**src/rtl/wash_billing_if.sv**
```systemverilog
// Bundle between the admin price-setting side and the wash_billing session
// block: prices and machine controls in, billing status back out.
interface wash_billing_if;
    logic        on;
    logic        start;
    logic [1:0]  sel;
    logic        wash_done;
    logic        pickup;
    logic [11:0] dy_price;
    logic [11:0] s_price;
    logic [11:0] m_price;
    logic [11:0] b_price;
    logic [11:0] setfine;
    logic [11:0] charge;
    logic [11:0] profit;
    logic [11:0] runtime;
    logic        busy;
    logic        fine_active;
    logic        paid;
    logic [2:0]  state;

    // Admin / machine side drives the controls and prices
    modport master (
        output on, start, sel, wash_done, pickup,
        output dy_price, s_price, m_price, b_price, setfine,
        input  charge, profit, runtime, busy, fine_active, paid, state
    );

    // Billing block consumes the controls and reports status
    modport slave (
        input  on, start, sel, wash_done, pickup,
        input  dy_price, s_price, m_price, b_price, setfine,
        output charge, profit, runtime, busy, fine_active, paid, state
    );
endinterface

```
**src/rtl/wash_billing.sv**
```systemverilog
// Washing machine billing: runs one customer session at a time, timing the
// wash, adding overtime fines while laundry waits, and accumulating profit
// and busy time as saturating 3-digit BCD.
module wash_billing #(
    parameter int TICKS_PER_SEC = 100000000,
    parameter int FINE_GRACE    = 10
) (
    input  logic           clk,
    input  logic           rst,
    wash_billing_if.slave  bus
);

    typedef enum logic [2:0] {
        IDLE   = 3'd0,
        RUN    = 3'd1,
        WAIT   = 3'd2,
        SETTLE = 3'd3
    } state_t;

    localparam int PRE_W = (TICKS_PER_SEC > 1) ? $clog2(TICKS_PER_SEC) : 1;
    localparam logic [PRE_W-1:0] PRE_MAX = PRE_W'(TICKS_PER_SEC - 1);
    localparam int GR_W = (FINE_GRACE > 1) ? $clog2(FINE_GRACE) : 1;
    localparam logic [GR_W-1:0] GR_LAST = GR_W'(FINE_GRACE - 1);

    state_t           state_q;
    logic [PRE_W-1:0] presc_q;
    logic [GR_W-1:0]  grace_q;
    logic [11:0]      charge_q;
    logic [11:0]      profit_q;
    logic [11:0]      runtime_q;
    logic [11:0]      fine_q;
    logic             fine_active_q;
    logic             paid_q;
    logic [11:0]      sel_price;
    logic             sec;
    logic             start_ok;

    function automatic logic [3:0] clamp_digit(input logic [3:0] d);
        return (d > 4'd9) ? 4'd9 : d;
    endfunction

    function automatic logic [11:0] bcd_clamp(input logic [11:0] v);
        return {clamp_digit(v[11:8]), clamp_digit(v[7:4]), clamp_digit(v[3:0])};
    endfunction

    // Digit-wise decimal add; a carry out of the hundreds digit pins at 999
    function automatic logic [11:0] bcd_add_sat(input logic [11:0] a, input logic [11:0] b);
        logic [11:0] sum;
        logic        carry;
        logic [4:0]  d;
        sum   = '0;
        carry = 1'b0;
        for (int i = 0; i < 3; i++) begin
            d = {1'b0, a[i*4 +: 4]} + {1'b0, b[i*4 +: 4]} + {4'b0000, carry};
            if (d > 5'd9) begin
                sum[i*4 +: 4] = 4'(d - 5'd10);
                carry         = 1'b1;
            end else begin
                sum[i*4 +: 4] = d[3:0];
                carry         = 1'b0;
            end
        end
        return carry ? 12'h999 : sum;
    endfunction

    assign sec      = bus.on && (presc_q == PRE_MAX);
    assign start_ok = bus.on && bus.start && (state_q == IDLE);

    // Pick the price for the mode requested alongside start
    always_comb begin
        sel_price = bus.dy_price;
        case (bus.sel)
            2'd1:    sel_price = bus.s_price;
            2'd2:    sel_price = bus.m_price;
            2'd3:    sel_price = bus.b_price;
            default: sel_price = bus.dy_price;
        endcase
    end

    // One-second prescaler; restarted on a session start so the first second is whole
    always_ff @(posedge clk) begin
        if (rst) begin
            presc_q <= '0;
        end else if (bus.on) begin
            if (start_ok || presc_q == PRE_MAX) begin
                presc_q <= '0;
            end else begin
                presc_q <= presc_q + 1'b1;
            end
        end
    end

    // Session FSM with its billing datapath; everything freezes while power is off
    always_ff @(posedge clk) begin
        if (rst) begin
            state_q       <= IDLE;
            charge_q      <= '0;
            profit_q      <= '0;
            runtime_q     <= '0;
            fine_q        <= '0;
            grace_q       <= '0;
            fine_active_q <= 1'b0;
            paid_q        <= 1'b0;
        end else if (!bus.on) begin
            paid_q <= 1'b0;
        end else begin
            paid_q <= 1'b0;
            case (state_q)
                IDLE: begin
                    if (bus.start) begin
                        charge_q      <= bcd_clamp(sel_price);
                        fine_q        <= bcd_clamp(bus.setfine);
                        fine_active_q <= 1'b0;
                        grace_q       <= '0;
                        state_q       <= RUN;
                    end
                end
                RUN: begin
                    if (sec) begin
                        runtime_q <= bcd_add_sat(runtime_q, 12'h001);
                    end
                    if (bus.wash_done) begin
                        grace_q <= '0;
                        state_q <= WAIT;
                    end
                end
                WAIT: begin
                    if (sec) begin
                        runtime_q <= bcd_add_sat(runtime_q, 12'h001);
                        if (grace_q == GR_LAST) begin
                            grace_q       <= '0;
                            charge_q      <= bcd_add_sat(charge_q, fine_q);
                            fine_active_q <= 1'b1;
                        end else begin
                            grace_q <= grace_q + 1'b1;
                        end
                    end
                    if (bus.pickup) begin
                        state_q <= SETTLE;
                        paid_q  <= 1'b1;
                    end
                end
                SETTLE: begin
                    profit_q <= bcd_add_sat(profit_q, charge_q);
                    state_q  <= IDLE;
                end
                default: begin
                    state_q <= IDLE;
                end
            endcase
        end
    end

    assign bus.charge      = charge_q;
    assign bus.profit      = profit_q;
    assign bus.runtime     = runtime_q;
    assign bus.fine_active = fine_active_q;
    assign bus.paid        = paid_q;
    assign bus.state       = state_q;
    assign bus.busy        = (state_q != IDLE);

endmodule

```
**src/flat_wrapper.sv**
```systemverilog
// flat-port wrapper written by rule: the top's interface ports become plain ports
module wash_billing_flat 
#(
    parameter int TICKS_PER_SEC = 100000000,
    parameter int FINE_GRACE    = 10
)
  (clk, rst, bus_on, bus_start, bus_sel, bus_wash_done, bus_pickup, bus_dy_price, bus_s_price, bus_m_price, bus_b_price, bus_setfine, bus_charge, bus_profit, bus_runtime, bus_busy, bus_fine_active, bus_paid, bus_state);
  wash_billing_if bus_i ();
  input  logic clk;
  input  logic rst;
  input wire logic [$bits(bus_i.on)-1:0] bus_on;
  input wire logic [$bits(bus_i.start)-1:0] bus_start;
  input wire logic [$bits(bus_i.sel)-1:0] bus_sel;
  input wire logic [$bits(bus_i.wash_done)-1:0] bus_wash_done;
  input wire logic [$bits(bus_i.pickup)-1:0] bus_pickup;
  input wire logic [$bits(bus_i.dy_price)-1:0] bus_dy_price;
  input wire logic [$bits(bus_i.s_price)-1:0] bus_s_price;
  input wire logic [$bits(bus_i.m_price)-1:0] bus_m_price;
  input wire logic [$bits(bus_i.b_price)-1:0] bus_b_price;
  input wire logic [$bits(bus_i.setfine)-1:0] bus_setfine;
  output wire logic [$bits(bus_i.charge)-1:0] bus_charge;
  output wire logic [$bits(bus_i.profit)-1:0] bus_profit;
  output wire logic [$bits(bus_i.runtime)-1:0] bus_runtime;
  output wire logic [$bits(bus_i.busy)-1:0] bus_busy;
  output wire logic [$bits(bus_i.fine_active)-1:0] bus_fine_active;
  output wire logic [$bits(bus_i.paid)-1:0] bus_paid;
  output wire logic [$bits(bus_i.state)-1:0] bus_state;
  assign bus_i.on = bus_on;
  assign bus_i.start = bus_start;
  assign bus_i.sel = bus_sel;
  assign bus_i.wash_done = bus_wash_done;
  assign bus_i.pickup = bus_pickup;
  assign bus_i.dy_price = bus_dy_price;
  assign bus_i.s_price = bus_s_price;
  assign bus_i.m_price = bus_m_price;
  assign bus_i.b_price = bus_b_price;
  assign bus_i.setfine = bus_setfine;
  assign bus_charge = bus_i.charge;
  assign bus_profit = bus_i.profit;
  assign bus_runtime = bus_i.runtime;
  assign bus_busy = bus_i.busy;
  assign bus_fine_active = bus_i.fine_active;
  assign bus_paid = bus_i.paid;
  assign bus_state = bus_i.state;
  wash_billing #(.TICKS_PER_SEC(TICKS_PER_SEC), .FINE_GRACE(FINE_GRACE)) u_core (.clk(clk), .rst(rst), .bus(bus_i));
endmodule
```
**config.mk**
```make
export PLATFORM = sky130hd
export DESIGN_NAME = wash_billing_flat
export DESIGN_NICKNAME = d
export VERILOG_FILES = /design/src/rtl/wash_billing_if.sv /design/src/rtl/wash_billing.sv /design/src/flat_wrapper.sv
export SDC_FILE = /design/constraint.sdc
export NUM_CORES = 1
export LEC_CHECK = 0
export BUFFER_PORTS_ARGS = -buffer_cell sky130_fd_sc_hd__buf_4
export CORE_ASPECT_RATIO = 2
export CORE_UTILIZATION = 60
export CTS_BUF_LIST = sky130_fd_sc_hd__clkbuf_8
export DETAILED_ROUTE_END_ITERATION = 16
export PLACE_DENSITY = 0.95
export SYNTH_ARGS = -nofsm -noshare
export SYNTH_HDL_FRONTEND = slang
export SYNTH_SLANG_ARGS = --single-unit
```
**constraint.sdc**
```tcl
create_clock -name clk -period 9.3 [get_ports clk]
set_input_delay 0.465 -clock clk [delete_from_list [all_inputs] [get_ports clk]]
set_output_delay 0.465 -clock clk [all_outputs]
set_load 0.005 [all_outputs]
```
# Word level (Yosys, flattened, before mapping)
# Cells that the tools add are included.
# totals
regBits	84
in_bits	68
out_inout_bits	42
word_cells	188
# classes
n_addsub	28
order_cmp	17
eq_ne	14
muxes	102
bitwise	2
reduce_logical	16
# ops
cell	n
$mux 12	9
$mux 4	21
$mux 1	62
$gt 5x4->1 const B	11
$pmux 12 s2	2
$sub 4x4->4 const B	11
$pmux 12 s3	1
$add 4x4->5	6
$add 27x1->27 const B	1
$eq 27x27->1 const B	1
$mux 27	1
$gt 4x4->1 const B	6
$add 4x1->5	4
$add 5x1->5	4
$pmux 4 s3	1
$reduce_and 5->1	2
$mux 3	3
$pmux 3 s3	1
$reduce_and 4->1	2
$eq 3x2->1 const B	2
$ne 2x1->1 const B	3
$ne 2x2->1 const B	3
$reduce_bool 3->1	2
$add 4x1->5 const B	1
14 further kinds	19

# Longest topological paths before layout
# logic_depth
depth_word	28
depth_mapped	24
mapped_depth_nobuf	24

# Least setup slack after synthesis
# OpenSTA, ideal clock, no wires.
# synth_path
path_kind	reg2reg
start	reg u_core.charge_q[0] (netlist: u_core.bus.charge[0])
end	reg u_core.profit_q[5] (netlist: u_core.bus.profit[5])
setup_time_ns	0.059
t_arrival_ns	5.365
required_ns	9.241
setup_slack_ns	3.877
path_stages_with_launch	24
n_path_buf	0
period_less_slack_ns	5.423
cell_sequence	dfxtp_1 ha_1 inv_1 fa_1 xor2_1 ha_1 a21boi_0 o31ai_1 inv_1 fa_1 inv_1 fa_1 inv_1 ha_1 a21oi_1 a21boi_0 fa_1 inv_1 fa_1 xor2_1 or2_2 a21oi_1 and2_1 a22o_1
# synth_between
elab_chain_cells	19
word_cells_on_any_way	21
classes_between	4 x add/sub; 3 x order compare; 14 x mux
# synth_lines
element	line	rtl
start, declared	wash_billing.sv:28	logic [11:0] charge_q;
start signal, assigned	wash_billing.sv:111	charge_q <= bcd_clamp(sel_price);
start signal, assigned	wash_billing.sv:132	charge_q <= bcd_add_sat(charge_q, fine_q);
$add 4x4->5 (*)	wash_billing.sv:54	d = {1'b0, a[i*4 +: 4]} + {1'b0, b[i*4 +: 4]} + {4'b0000, carry};
$gt 5x4->1 (*)	wash_billing.sv:55	if (d > 5'd9) begin
$mux 1 (*)	wash_billing.sv:55	
$mux 1 (*)	wash_billing.sv:108	case (state_q)
$mux 1 (*)	wash_billing.sv:104	end else if (!bus.on) begin
$mux 1 (*)	wash_billing.sv:95	if (rst) begin
$add 5x1->5 (*)	wash_billing.sv:54	
$gt 5x4->1	wash_billing.sv:55	
(+3 left out)	-	
$mux 1	wash_billing.sv:95	
$add 5x1->5	wash_billing.sv:54	
$gt 5x4->1	wash_billing.sv:55	
$mux 1	wash_billing.sv:55	
$mux 1	wash_billing.sv:108	
$mux 1	wash_billing.sv:104	
$mux 1	wash_billing.sv:95	
$mux 12 (*)	wash_billing.sv:63	return carry ? 12'h999 : sum;
end signal, assigned	wash_billing.sv:144	profit_q <= bcd_add_sat(profit_q, charge_q);
end, declared	wash_billing.sv:29	logic [11:0] profit_q;
# Mark *: on every way between the ends. The rest lies on a longest branch, timed or not. The select of a mux whose other input is x is not followed.
# A chain may end at the register's enable or synchronous reset.

# Worst setup path in the final report
# Ends and elaborated chain as after synthesis.

==> results_dict.tcl <==
set metrics [dict create \
    tightestPinTransition_ns 1.04 \
    arrival_ns 6.73 \
    yosys_warnings 0 \
    synth_compound_area_share_pct 18.3 \
    io_buffers 108 \
    viasPerCell 6.43 \
    synth.most_common_cell "dfxtp_1" \
    drive_gt1_share_pct 21.0 \
    worstSetupPathType "reg -> reg" \
    required_ns 9.62 \
    nets 854 \
    min_path_cells 3 \
    cp-start-kind "register" \
    cts_htree_levels 3 \
    stdcell_count 840 \
    cts_setup_buffers 0 \
    antenna_found_initial 0 \
    status "completed" \
    synthMuxAreaShare_pct 6.88 \
    syn2layout_area_growth_pct 17.9 \
    sw_frac_of_total_pct 31.7 \
    p_per_area_nw_per_um2 123 \
    timing.fmax_mhz 156 \
    ctsHoldBuffers 0 \
    clockBufferDepth 2 \
    synth-adder-area-share_pct 13.3 \
    synth_commonest_cells "dfxtp_1, nor2_1, nand2_1" \
    yosysTopAreaCell "dfxtp_1" \
    crit_fanout 6 \
    cts-root-buf "clkbuf_8" \
    relSlewSlack_pct 30.0 \
    synth-seq-area-share_pct 30.0 \
    dieWidth_um 70.0 \
    dp.cells 824 \
    post_drt_wl_per_cell_um 18.2 \
    post-synth-top-area-fraction_pct 30.0 \
    synth-xor-area-share_pct 6.32 \
    synth_top_family_by_area "simple AND/OR/NAND/NOR gates" \
    synth_edf_count 0 \
    ant_nets 0 \
    fin_setup_tns_ns 0 \
    r2r_slack_ns 2.88 \
    cts_buffers 9 \
    grt_pass1_wl_um 24800 \
    setup.worst_path.end_class "register" \
    final_hold_viol_count 0 \
    path_clk_slew_ns 0.10 \
    overflow 0 \
    p_switching_w 0.000255 \
    fp.dieH_um 138 \
    grt_use_total_pct 32.3 \
    finalCritPeriodShare_pct 69.0 \
    synth_fp_nets 759 \
    syn_area_per_cell_um2 8.69 \
    cp-startpoint "u_core.bus.charge[0]" \
    synthSimpleGateAreaFrac_pct 20.0 \
    synth.area.top_cells "dfxtp_1, ha_1, nor2_1" \
    finalMaxSlewViolations 0 \
    p_leak_nw 2.81 \
    ios 110 \
    std_cell_rows 49 \
    cts_resized 0 \
    drt_iter0_markers 425 \
    cap_violations 0 \
    dieArea_um2 9650 \
    drt_first_pass_iters 7 \
    gp_congestion 0.954 \
    power.internal_w 0.000547 \
    num_vias 5398 \
    hold_start "bus_setfine[4]" \
    drc 0 \
    grt_setup_unrepaired "no" \
    setup_viol 0 \
    clkLatencyLatePin_ns 0.38 \
    hpwl_um 11700 \
    cts_tree "done" \
    n_fill_cell 666 \
    timing.rr.start "u_core.bus.charge[0]" \
    reg2regPathDepth 22 \
    clock_skew_ns 0.0136 \
    synth-seq-cells 83 \
    syn-instance-count 638 \
    period_needed_ns 6.42 \
    start_util_pct 61.9 \
    min_path_type "in -> reg" \
    ir_drop_v 0.0000789 \
    first_global_vias 5587 \
    synth_area_um2 5540 \
    grt_max_degree 48 \
    n_antenna_cell 0 \
    pwr-share-clk_pct 30.1 \
    p_comb_share_pct 22.5 \
    core_area_um2 8950 \
    clkSinkCount 83 \
    seq_power_share_pct 47.4 \
    synthFlopType "dfxtp_1" \
    routed_wl_um 15300 \
    synth.distinct_cells 77 \
    async_flop_share_pct 0 \
]
## layout make-up
cell class / count / area [um^2] / area share (%)
Tap cell: 102 / 128 / 1.95
Timing Repair Buffer: 108 / 811 / 12.4
Multi-Input combinational cell: 488 / 3600 / 55.1
Inverter: 43 / 161 / 2.47
Clock buffer: 9 / 124 / 1.90
Clock inverter: 7 / 51.3 / 0.785
Sequential cell: 83 / 1660 / 25.4
## power by group through the flow
stage / clock network [W] / registers (W) / logic (W)
global route: 0.000254 / 0.000381 / 0.000195
floorplan: 0 / 0.000384 / 0.000111
CTS: 0.000240 / 0.000380 / 0.000176
finish: 0.000242 / 0.000380 / 0.000180
global placement: 0 / 0.000387 / 0.000165
detailed placement: 0 / 0.000388 / 0.000174
## final timing paths
kind                          end
max reg2reg  u_core.bus.profit[5]
min reg2reg     u_core.fine_q[10]
min              u_core.fine_q[4]
max          u_core.bus.profit[5]
## sequential cells by signal, summed over array words and instances (netlist names)
| register | count |
|---|---|
| u_core.bus.fine_active | 1 |
| u_core.bus.paid | 1 |
| u_core.bus.profit | 12 |
| u_core.presc_q | 27 |
| u_core.bus.state | 2 |
| u_core.bus.runtime | 12 |
| u_core.fine_q | 12 |
| u_core.grace_q | 4 |
| u_core.bus.charge | 12 |
## routing by layer
layer  up-vias  wire length [um]  global-route usage [%]
li1       2481                 -                       -
met1      2596              5140                    30.8
met2       253              8470                    61.9
met3        68               874                    6.18
met4         0               787                    21.0
met5         -                 0                       0
## worst max-delay path: stages, from the launching register on
cell      delay (ns)
dfxtp_1         0.39
ha_1            0.18
inv_1           0.05
fa_1            0.40
xor2_1          0.21
ha_1            0.24
a21boi_0        0.14
o31ai_1         0.55
inv_1           0.13
fa_1            0.40
inv_1           0.08
fa_1            0.46
nor3b_1         0.34
a21oi_1         0.07
a21boi_0        0.55
fa_1            0.34
inv_1           0.06
fa_1            0.39
xor2_1          0.19
or2_2           0.29
a21oi_1         0.45
and2_1          0.28
a22o_1          0.16
## cells in the final DEF (no fill, tap or decap), types with 15 or more instances in the layout
| cell type | instances |
|---|---|
| buf_4 | 108 |
| dfxtp_1 | 83 |
| nor2_1 | 75 |
| nand2_1 | 55 |
| inv_1 | 43 |
| ha_1 | 43 |
| a21oi_1 | 42 |
| xnor2_1 | 22 |
| o21ai_0 | 21 |
| xor2_1 | 18 |
| nand3_1 | 15 |
## logic make-up (layout without fill, tap and decap cells)
logic type | after synthesis | count (layout)
xor gates and xnor gates | 40 | 40
buffers and inverters | 67 | 167
other | 1 | 1
and+or+nand+nor | 224 | 224
adders and majority gates | 53 | 53
DFF | 83 | 83
muxes | 23 | 23
AOI/OAI and AO/OA | 147 | 147
## metrics by stage
stage	cell area [um^2]	power (W)	setup slack, ns	hold slack, ns	util (%)
after global routing	6540	0.000831	2.55	0.339	73.0
after floorplan	5540	0.000495	3.88	0.436	-
after CTS	6540	0.000797	2.99	0.331	73.0
after detailed placement	6360	0.000562	3.02	0.462	71.1
after global placement	6360	0.000552	3.36	0.448	71.1
final	6540	0.000802	2.88	0.335	73.0
Power figures use the tool's default switching activity.
